[src/rtl/ntt_op_sequencer.sv]
// Host-side command sequencer for the NTT1024 core: steps the core through one
// full polynomial multiply per start pulse, feeding operand words from a valid/ready source.
module ntt_op_sequencer #(
  parameter int unsigned W_LEN    = 1760,
  parameter int unsigned WAIT_CYC = 126,
  parameter int unsigned RD_CYC   = 26
) (
  input  logic        clk,
  input  logic        reset,
  input  logic        start,
  input  logic        reuse_w,
  input  logic [3:0]  ring_depth,
  input  logic        src_valid,
  input  logic [31:0] src_data,
  output logic        src_ready,
  output logic [4:0]  op_code,
  output logic        din_valid,
  output logic [31:0] din0,
  output logic        busy,
  output logic        done,
  output logic [3:0]  phase
);

  localparam logic [2:0] S_IDLE = 3'd0;
  localparam logic [2:0] S_GAP  = 3'd1;
  localparam logic [2:0] S_OPC  = 3'd2;
  localparam logic [2:0] S_LOAD = 3'd3;
  localparam logic [2:0] S_WAIT = 3'd4;
  localparam logic [2:0] S_READ = 3'd5;
  localparam logic [2:0] S_FIN  = 3'd6;

  localparam logic [3:0] P_IDLE  = 4'd0;
  localparam logic [3:0] P_PARAM = 4'd1;
  localparam logic [3:0] P_W     = 4'd2;
  localparam logic [3:0] P_DATA  = 4'd3;
  localparam logic [3:0] P_NTT   = 4'd4;
  localparam logic [3:0] P_PWM   = 4'd5;
  localparam logic [3:0] P_READ0 = 4'd6;
  localparam logic [3:0] P_WINV  = 4'd7;
  localparam logic [3:0] P_INTT  = 4'd8;
  localparam logic [3:0] P_READ1 = 4'd9;

  localparam logic [11:0] W_LAST    = 12'(W_LEN - 1);
  localparam logic [11:0] WAIT_LAST = 12'(WAIT_CYC - 1);
  localparam logic [11:0] RD_LAST   = 12'(RD_CYC - 1);

  function automatic logic [4:0] opcode_of(input logic [3:0] p);
    case (p)
      P_PARAM: opcode_of = 5'b00001;
      P_W:     opcode_of = 5'b00010;
      P_DATA:  opcode_of = 5'b00011;
      P_NTT:   opcode_of = 5'b00100;
      P_PWM:   opcode_of = 5'b01010;
      P_READ0: opcode_of = 5'b01011;
      P_WINV:  opcode_of = 5'b00010;
      P_INTT:  opcode_of = 5'b00111;
      P_READ1: opcode_of = 5'b01000;
      default: opcode_of = 5'b00000;
    endcase
  endfunction

  function automatic logic [3:0] next_of(input logic [3:0] p);
    case (p)
      P_PARAM: next_of = P_W;
      P_W:     next_of = P_DATA;
      P_DATA:  next_of = P_NTT;
      P_NTT:   next_of = P_PWM;
      P_PWM:   next_of = P_READ0;
      P_READ0: next_of = P_WINV;
      P_WINV:  next_of = P_INTT;
      P_INTT:  next_of = P_READ1;
      default: next_of = P_IDLE;
    endcase
  endfunction

  function automatic logic is_load(input logic [3:0] p);
    is_load = (p == P_PARAM) || (p == P_W) || (p == P_DATA) || (p == P_WINV);
  endfunction

  function automatic logic is_read(input logic [3:0] p);
    is_read = (p == P_READ0) || (p == P_READ1);
  endfunction

  logic [2:0]  state_q, state_d;
  logic [3:0]  phase_q, phase_d;
  logic [11:0] cnt_q, cnt_d;
  logic        big_q, big_d;
  logic        src_ready_q, src_ready_d;
  logic [4:0]  op_code_q, op_code_d;
  logic        din_valid_q, din_valid_d;
  logic [31:0] din0_q, din0_d;
  logic        busy_q, busy_d;
  logic        done_q, done_d;
  logic        accept;
  logic [11:0] load_last;

  always_comb begin
    case (phase_q)
      P_PARAM: load_last = 12'd2;
      P_DATA:  load_last = big_q ? 12'd2047 : 12'd1023;
      default: load_last = W_LAST;
    endcase
  end

  assign accept = (state_q == S_LOAD) && src_valid;

  always_comb begin
    state_d = state_q;
    phase_d = phase_q;
    cnt_d   = cnt_q;
    big_d   = big_q;
    case (state_q)
      S_IDLE: begin
        if (start) begin
          big_d   = (ring_depth == 4'd10);
          phase_d = reuse_w ? P_DATA : P_PARAM;
          cnt_d   = '0;
          state_d = S_GAP;
        end
      end
      S_GAP: state_d = S_OPC;
      S_OPC: begin
        cnt_d = '0;
        if (is_load(phase_q))      state_d = S_LOAD;
        else if (is_read(phase_q)) state_d = S_READ;
        else                       state_d = S_WAIT;
      end
      S_LOAD: begin
        if (src_valid) begin
          if (cnt_q == load_last) begin
            cnt_d   = '0;
            phase_d = next_of(phase_q);
            state_d = S_GAP;
          end else begin
            cnt_d = cnt_q + 12'd1;
          end
        end
      end
      S_WAIT: begin
        if (cnt_q == WAIT_LAST) begin
          cnt_d   = '0;
          phase_d = next_of(phase_q);
          state_d = S_GAP;
        end else begin
          cnt_d = cnt_q + 12'd1;
        end
      end
      S_READ: begin
        if (cnt_q == RD_LAST) begin
          cnt_d = '0;
          if (phase_q == P_READ1) begin
            state_d = S_FIN;
          end else begin
            phase_d = next_of(phase_q);
            state_d = S_GAP;
          end
        end else begin
          cnt_d = cnt_q + 12'd1;
        end
      end
      S_FIN: begin
        phase_d = P_IDLE;
        state_d = S_IDLE;
      end
      default: begin
        phase_d = P_IDLE;
        cnt_d   = '0;
        state_d = S_IDLE;
      end
    endcase
  end

  // Outputs are registered from the next state; load data lags its handshake by one cycle.
  always_comb begin
    src_ready_d = (state_d == S_LOAD);
    op_code_d   = (state_d == S_OPC) ? opcode_of(phase_d) : 5'b00000;
    din_valid_d = accept || ((state_d == S_OPC) && is_read(phase_d)) || (state_d == S_READ);
    din0_d      = accept ? src_data : '0;
    busy_d      = (state_d != S_IDLE) && (state_d != S_FIN);
    done_d      = (state_d == S_FIN);
  end

  always_ff @(posedge clk or posedge reset) begin
    if (reset) begin
      state_q     <= S_IDLE;
      phase_q     <= P_IDLE;
      cnt_q       <= '0;
      big_q       <= 1'b0;
      src_ready_q <= 1'b0;
      op_code_q   <= '0;
      din_valid_q <= 1'b0;
      din0_q      <= '0;
      busy_q      <= 1'b0;
      done_q      <= 1'b0;
    end else begin
      state_q     <= state_d;
      phase_q     <= phase_d;
      cnt_q       <= cnt_d;
      big_q       <= big_d;
      src_ready_q <= src_ready_d;
      op_code_q   <= op_code_d;
      din_valid_q <= din_valid_d;
      din0_q      <= din0_d;
      busy_q      <= busy_d;
      done_q      <= done_d;
    end
  end

  assign src_ready = src_ready_q;
  assign op_code   = op_code_q;
  assign din_valid = din_valid_q;
  assign din0      = din0_q;
  assign busy      = busy_q;
  assign done      = done_q;
  assign phase     = phase_q;

endmodule

[config.mk]
export PLATFORM = sky130hd
export DESIGN_NAME = ntt_op_sequencer
export DESIGN_NICKNAME = d
export VERILOG_FILES = /design/src/rtl/ntt_op_sequencer.sv
export SDC_FILE = /design/constraint.sdc
export NUM_CORES = 1
export LEC_CHECK = 0
export ABC_AREA = 1
export CORE_MARGIN = 4
export CORE_UTILIZATION = 44
export DETAILED_ROUTE_END_ITERATION = 10
export PLACE_DENSITY = 0.8
export SYNTH_ARGS = -nofsm -noshare
export SYNTH_HDL_FRONTEND = slang
export SYNTH_SLANG_ARGS = --single-unit
[constraint.sdc]
create_clock -name clk -period 2.4 [get_ports clk]
set_input_delay 0.24 -clock clk [delete_from_list [all_inputs] [get_ports clk]]
set_output_delay 0.24 -clock clk [all_outputs]
set_load 0.02 [all_outputs]
After elaboration in Yosys (flattened, before gate mapping)
Memories as Yosys holds them, arrays and structs flattened.
Cells that the tools add are included.
Widths: inputs -> output; s select.
{"block": "totals", "wordCells": 84, "output_inout_bits": 45, "romBits": 256, "latch_bits": 0, "input_bits": 41, "ram_bits": 0, "register_bits": 61, "mem_count": 4}
{"name": "(name not given)", "depth": 16, "width": 4, "rd": 1, "rd_clocked_by_memory_dff": 0, "wr": 0, "line": "48", "rtl": "case (p)"}
{"name": "(name not given)", "depth": 16, "width": 4, "rd": 1, "rd_clocked_by_memory_dff": 0, "wr": 0, "line": "63", "rtl": "case (p)"}
{"name": "(name not given)", "depth": 16, "width": 4, "rd": 1, "rd_clocked_by_memory_dff": 0, "wr": 0, "line": "63"}
{"name": "(name not given)", "depth": 16, "width": 4, "rd": 1, "rd_clocked_by_memory_dff": 0, "wr": 0, "line": "63"}
{"block": "classes", "n_reduce_logical": 16, "addsub": 1, "bitwise_logic": 1, "order_cmp": 0, "shift": 0, "div_mod_pow": 0, "n_eq_ne": 25, "n_mul": 0, "n_mux": 27}
{"cell": "$mux 12", "n": 5}
{"cell": "$pmux 12 s5", "n": 1}
{"cell": "$mux 32", "n": 1}
{"cell": "$mux 4", "n": 6}
{"cell": "$pmux 11 s2", "n": 1}
{"cell": "$mux 3", "n": 7}
{"cell": "$pmux 4 s5", "n": 1}
{"cell": "$pmux 3 s6", "n": 1}
{"cell": "$eq 3x3->1 const B", "n": 5}
{"cell": "$add 12x1->12 const B", "n": 1}
{"cell": "$eq 12x12->1", "n": 1}
{"cell": "$eq 12x5->1 const B", "n": 1}
{"cell": "$eq 12x7->1 const B", "n": 1}
{"cell": "$eq 3x2->1 const B", "n": 4}
{"cell": "$eq 4x3->1 const B", "n": 3}
{"cell": "$eq 4x4->1 const B", "n": 3}
{"cell": "$mux 11", "n": 1}
{"cell": "$eq 4x2->1 const B", "n": 2}
{"cell": "$logic_or 1x1->1", "n": 7}
{"cell": "$mux 5", "n": 1}
{"cell": "$eq 4x1->1 const B", "n": 1}
{"cell": "$ne 2x2->1 const B", "n": 2}
{"cell": "$reduce_or 2->1", "n": 2}
{"cell": "$eq 3x1->1 const B", "n": 1}
{"cell": "9 further kinds", "n": 11}

Longest topological paths before layout
{"block": "logic_depth", "depth_word": 11, "mapped_depth": 19, "depth_no_buf": 19}

Least setup slack after synthesis
Ideal clock, no wire load.
{"block": "synth_path", "path_type": "register -> register", "startpoint": "register phase_q[1], in the netlist phase[1]", "endpoint": "register din_valid_q, in the netlist din_valid", "setup_slack_ps": -21, "period_less_slack_ps": 2421, "required_ps": 2281, "t_arrival_ps": 2302, "setup_ps": 119, "n_path_buf": 0, "stages_incl_launch_ff": 19, "path_cell_list": "dfrtp_1 -> ha_1 -> nand3b_4 -> inv_2 -> nand2_1 -> nand2_2 -> nor2_4 -> nand2_2 -> nand2_4 -> nand3_1 -> nand2_1 -> inv_1 -> nor2_1 -> inv_1 -> ha_1 -> nand3_1 -> nand2_1 -> nand2_1 -> nand2_1"}
{"block": "synth_via", "elab_chain_cells": 11, "word_cells_on_any_way": 37, "classes_between": "eq/ne: 11; mux: 15; reduce/logical: 8; memory: 3"}
{"element": "from (decl)", "line": "85", "rtl": "logic [3:0] phase_q, phase_d;"}
{"element": "from (signal assigned)", "line": "197", "rtl": "phase_q <= phase_d;"}
{"element": "$eq 4x2->1 or $eq 4x1->1 (tied branches)", "line": "98", "rtl": "case (phase_q)"}
{"element": "$pmux 11 s2", "line": "98"}
{"element": "$eq 12x12->1", "line": "130", "rtl": "if (cnt_q == load_last) begin"}
{"element": "$mux 4", "line": "130"}
{"element": "$mux 4", "line": "129", "rtl": "if (src_valid) begin"}
{"element": "$pmux 4 s5 (*)", "line": "112", "rtl": "case (state_q)"}
{"element": "net phase_d[0]", "line": "85"}
{"element": "$eq 4x3->1 or $eq 4x4->1 (tied branches)", "line": "81", "rtl": "is_read = (p == P_READ0) || (p == P_READ1);"}
{"element": "$logic_or 1x1->1 (*)", "line": "81"}
{"element": "$logic_and 1x1->1 (*)", "line": "177", "rtl": "din_valid_d = accept || ((state_d == S_OPC) && is_read(phase_d)) || (state_d == S_READ);"}
{"element": "$logic_or 1x1->1 (*) (2 in a row)", "line": "177"}
{"element": "net din_valid_d", "line": "90", "rtl": "logic din_valid_q, din_valid_d;"}
{"element": "to (signal assigned)", "line": "202", "rtl": "din_valid_q <= din_valid_d;"}
{"element": "to (decl)", "line": "90"}
Mark *: on every way through the listed nets, which the timed path passes. The rest lies on a longest branch.
A chain may end at the register's enable or synchronous reset.

Worst setup path after layout
{"block": "layout_path", "startpoint": "register phase_q[1], in the netlist phase[1]", "endpoint": "register op_code_q[3], in the netlist op_code[3]"}
{"block": "layout_via", "elab_chain_cells": 8, "word_cells_on_any_way": 32, "classes_between": "eq/ne: 8; mux: 16; reduce/logical: 4; memory: 4"}
{"element": "$eq 4x2->1, or another cell as far along", "line": "77, 98"}
{"element": "$pmux 11 s2 or $logic_or 1x1->1 (tied branches)", "line": "98, 77"}
{"element": "$eq 12x12->1 or $logic_or 1x1->1 (tied branches)", "line": "130, 77"}
{"element": "$mux 4, or another cell as far along", "line": "130"}
{"element": "$mux 4, or another cell as far along", "line": "129"}
{"element": "$pmux 4 s5 or $pmux 3 s6 (tied branches)", "line": "112"}
{"element": "$mem_v2 16x4 or $eq 3x2->1 (tied branches)"}
{"element": "$mux 5 (*)", "line": "176", "rtl": "op_code_d = (state_d == S_OPC) ? opcode_of(phase_d) : 5'b00000;"}
{"element": "net op_code_d[3]", "line": "89", "rtl": "logic [4:0] op_code_q, op_code_d;"}
{"element": "to (signal assigned)", "line": "201", "rtl": "op_code_q <= op_code_d;"}
{"element": "to (decl)", "line": "89"}
Marks and branches as above.

==> summary.txt <==
status - completed
multiplexer share of the synthesized area - 0%
Mapped Nets - 472
placed cells - 617
NetSw - 2.00 mW
critical path data required time - 2.66 ns
Worst slew margin - 38.1%
Synth Instances - 420
DR pass1 iterations - 5
CTS tree - yes
# nets final - 592
final non-filler cell total - 644
post-DP HPWL - 6620 µm
CP Capture Type - flip-flop
Final Hold Fails - 0
Leak - 2.42 nW
Die W - 93.8 µm
main combinational cell family by area after synthesis - simple AND/OR/NAND/NOR gates
final period utilization - 97.2%
flop2flop setup slack - 0.07 ns
DR DRC count - 0
DR WL/cell - 13.4 µm
core area - 7210 µm²
CP arrival - 2.59 ns
reg2reg path depth - 13
antenna cells - 0
synth unique cells - 31
Tot GR Track Use - 20.2%
layout cell share with drive strength beyond 1 - 20.6%
Clk Latency, worst-skew pair - 0.34 ns
Post-Synth Simple-Gate Area - 30.5%
ANT nets after route - 0
CTS Hold Bufs - 0
Starting Density - 44.9%
metal1 wirelength - 3530 µm
Pins Over Slew Limit - 0
Max IR drop VDD - 0.000517 V
row count - 31
Net Sw Frac - 42.3%
Synth Area in Compound Gates - 5.83%
# H-tree levels - 3
combinational power share - 48.8%
met3 WL - 867 µm
Ys Warns - 0
CTS Buf Count - 9
Clock power frac - 21.4%
Via Count - 3155
wire length of the first global-routing pass - 13800 µm
Bufs and invs on worst path - 1
worst setup path category - reg -> reg
hold crit path type - in -> async
setup violators final - 0
vias in the first global route - 3062
R2R Path Start - phase[1]
Worst Tran Pin Value - 0.927 ns
Final min period - 2.33 ns
GPL Wtd Cong - 0.953
largest net degree at the start of global routing - 33
PwrDens - 995 nW/µm²
adder-cell area share of the yosys netlist - 4.25%
final instance area - 4750 µm²
Seq pwr share - 29.8%
Max Cap Viol - 0
metal2 WL - 4060 µm
initial antenna violation count - 0
Top delay family on crit path - simple AND/OR/NAND/NOR gates
register area share after synthesis - 46.3%
DRT Wirelength - 8660 µm
worst flop-to-flop path endpoint - op_code[3]
Startpoint Class - flip-flop
CTS max path bufs - 2
placed cell areas - 4330 µm²
area of the die - 8800 µm²
crit-path max cell delay - 0.47 ns
DR top layer - met4
CTS sink count - 60
critical path fanouts, max - 6
internal power - 2.73 mW
Setup TNS - 0 ns
root buffer cell - clkbuf_8
DR iter-0 viols - 248
WHS - 0.211 ns
Port Buffers - 84
area delta synth->final - 46.6%
post-synthesis xor/xnor area fraction - 1.35%
achievable clock frequency - 429 MHz
most frequent CP cell - nand2_2
overall power - 4.73 mW
Vias/cell - 4.90
critical path's slowest cell - dfrtp_2
Final Skew - 0.0102 ns
synthesized area - 3240 µm²
critical-path cell list - ha_4, nand3b_4, nand2_2, nand2_2, nor2_4, nand3_2, nand2_2, inv_1, o21ai_2, nor2_4, ha_4, nand3b_1, a21oi_2
gr ovfl total - 0
# IOs - 86
Clock Pin Slew Worst Setup and Hold Paths - 0.07 ns
Yosys reg bits - 60
syn_area_per_cell - 7.72 µm²
Die Span Y - 93.8 µm
RSZ-0062 raised after global routing - true
-- worst max path at each step --
stage	slack [ns]	startpoint	cells after the start	end
final	0.07	phase[1]	13	op_code[3]
after global placement	0.11	phase[1]	16	din_valid
after detailed placement	-0.04	cnt_q[1]	15	op_code[3]
after CTS	0.01	cnt_q[1]	15	op_code[3]
after floorplan	0.02	phase[0]	18	din_valid
after global routing	-0.09	phase[1]	13	op_code[3]
-- power by group through the flow --
stage / Combinational (mW) / Clock [mW] / Sequential, mW
final: 2.31 / 1.01 / 1.41
after global routing: 2.55 / 1.08 / 1.43
after CTS: 2.09 / 1.04 / 1.39
after detailed placement: 2.07 / 0 / 1.41
after global placement: 2.00 / 0 / 1.40
after floorplan: 1.16 / 0 / 1.54
-- cell families after synthesis --
kind of cell             after synthesis
AO/OA/AOI/OAI                         33
XOR/XNOR                               5
other                                  1
buffers and inverters                 99
AND/OR/NAND/NOR                      211
adder cells (fa/ha/maj)               11
flip-flops                            60
-- through the flow --
step	utilization, %	setup WS [ns]
final	65.8	0.0682
after global routing	65.8	-0.0858
after CTS	63.1	0.0147
after detailed placement	60.0	-0.0414
after global placement	60.0	0.110
after floorplan	-	0.0210
-- flip-flops by register name, summed over array words and instances, names as in the netlist, 3 cells and up --
register / cells
op_code: 4
state_q: 3
din0: 32
cnt_q: 12
phase: 4
-- synth_stat cells --
cell type / count / area share [%]
clkbuf_1: 3 / 0.35
inv_1: 85 / 9.8
nor2_4: 2 / 0.69
nor3_2: 2 / 0.62
conb_1: 1 / 0.12
nand2_2: 7 / 1.4
nand2_4: 2 / 0.69
nand4_1: 13 / 2.5
nand3_1: 31 / 4.8
ha_1: 11 / 4.2
nor2_2: 5 / 0.97
xor2_1: 5 / 1.4
o21ai_1: 2 / 0.31
nand3_2: 2 / 0.62
inv_2: 10 / 1.2
nor3_1: 4 / 0.62
nand3b_4: 1 / 0.62
nand3b_1: 2 / 0.46
buf_4: 1 / 0.23
dfrtp_1: 60 / 46
a22oi_1: 2 / 0.46
a21oi_1: 11 / 1.7
nor3_4: 1 / 0.50
nor2_1: 66 / 7.6
o21ai_0: 11 / 1.7
o211ai_1: 2 / 0.46
nand2_1: 73 / 8.5
o21ai_2: 1 / 0.27
a221oi_1: 1 / 0.27
o22ai_1: 2 / 0.39
a21oi_2: 1 / 0.27
-- routing by layer --
layer | track usage, % | vias up
li1 | - | 1531
met4 | 7.82 | 0
met3 | 7.85 | 21
met5 | 0 | -
met2 | 32.7 | 143
met1 | 24.1 | 1460
-- layout make-up --
type / count / area (µm²)
sequential: 60 / 1510
clock buffer: 9 / 124
clock inverter: 7 / 98.8
timing repair buffer: 113 / 1060
inverter: 95 / 357
multi-input combinational: 261 / 1480
fill: 586 / 2460
tap: 99 / 124
-- placed cells by master (no fill, tap or decap), drive strengths merged --
cell type,count
a21oi,12
a221oi,1
a22oi,2
buf,29
bufinv,2
clkbuf,9
clkdlybuf4s50,84
clkinv,3
clkinvlp,1
conb,1
dfrtp,60
ha,11
inv,96
nand2,82
nand3,33
nand3b,3
nand4,13
nor2,73
nor3,7
o211ai,2
o21ai,14
o22ai,2
xor2,5
-- what timing repair did --
item	4_1_cts	5_1_grt
endpoints found under the setup margin	2	4
resized for setup	1	34
pin swaps	0	19
cloned	0	0
setup buffers	0	11
Note: power is estimated with default switching activity, not from simulation.
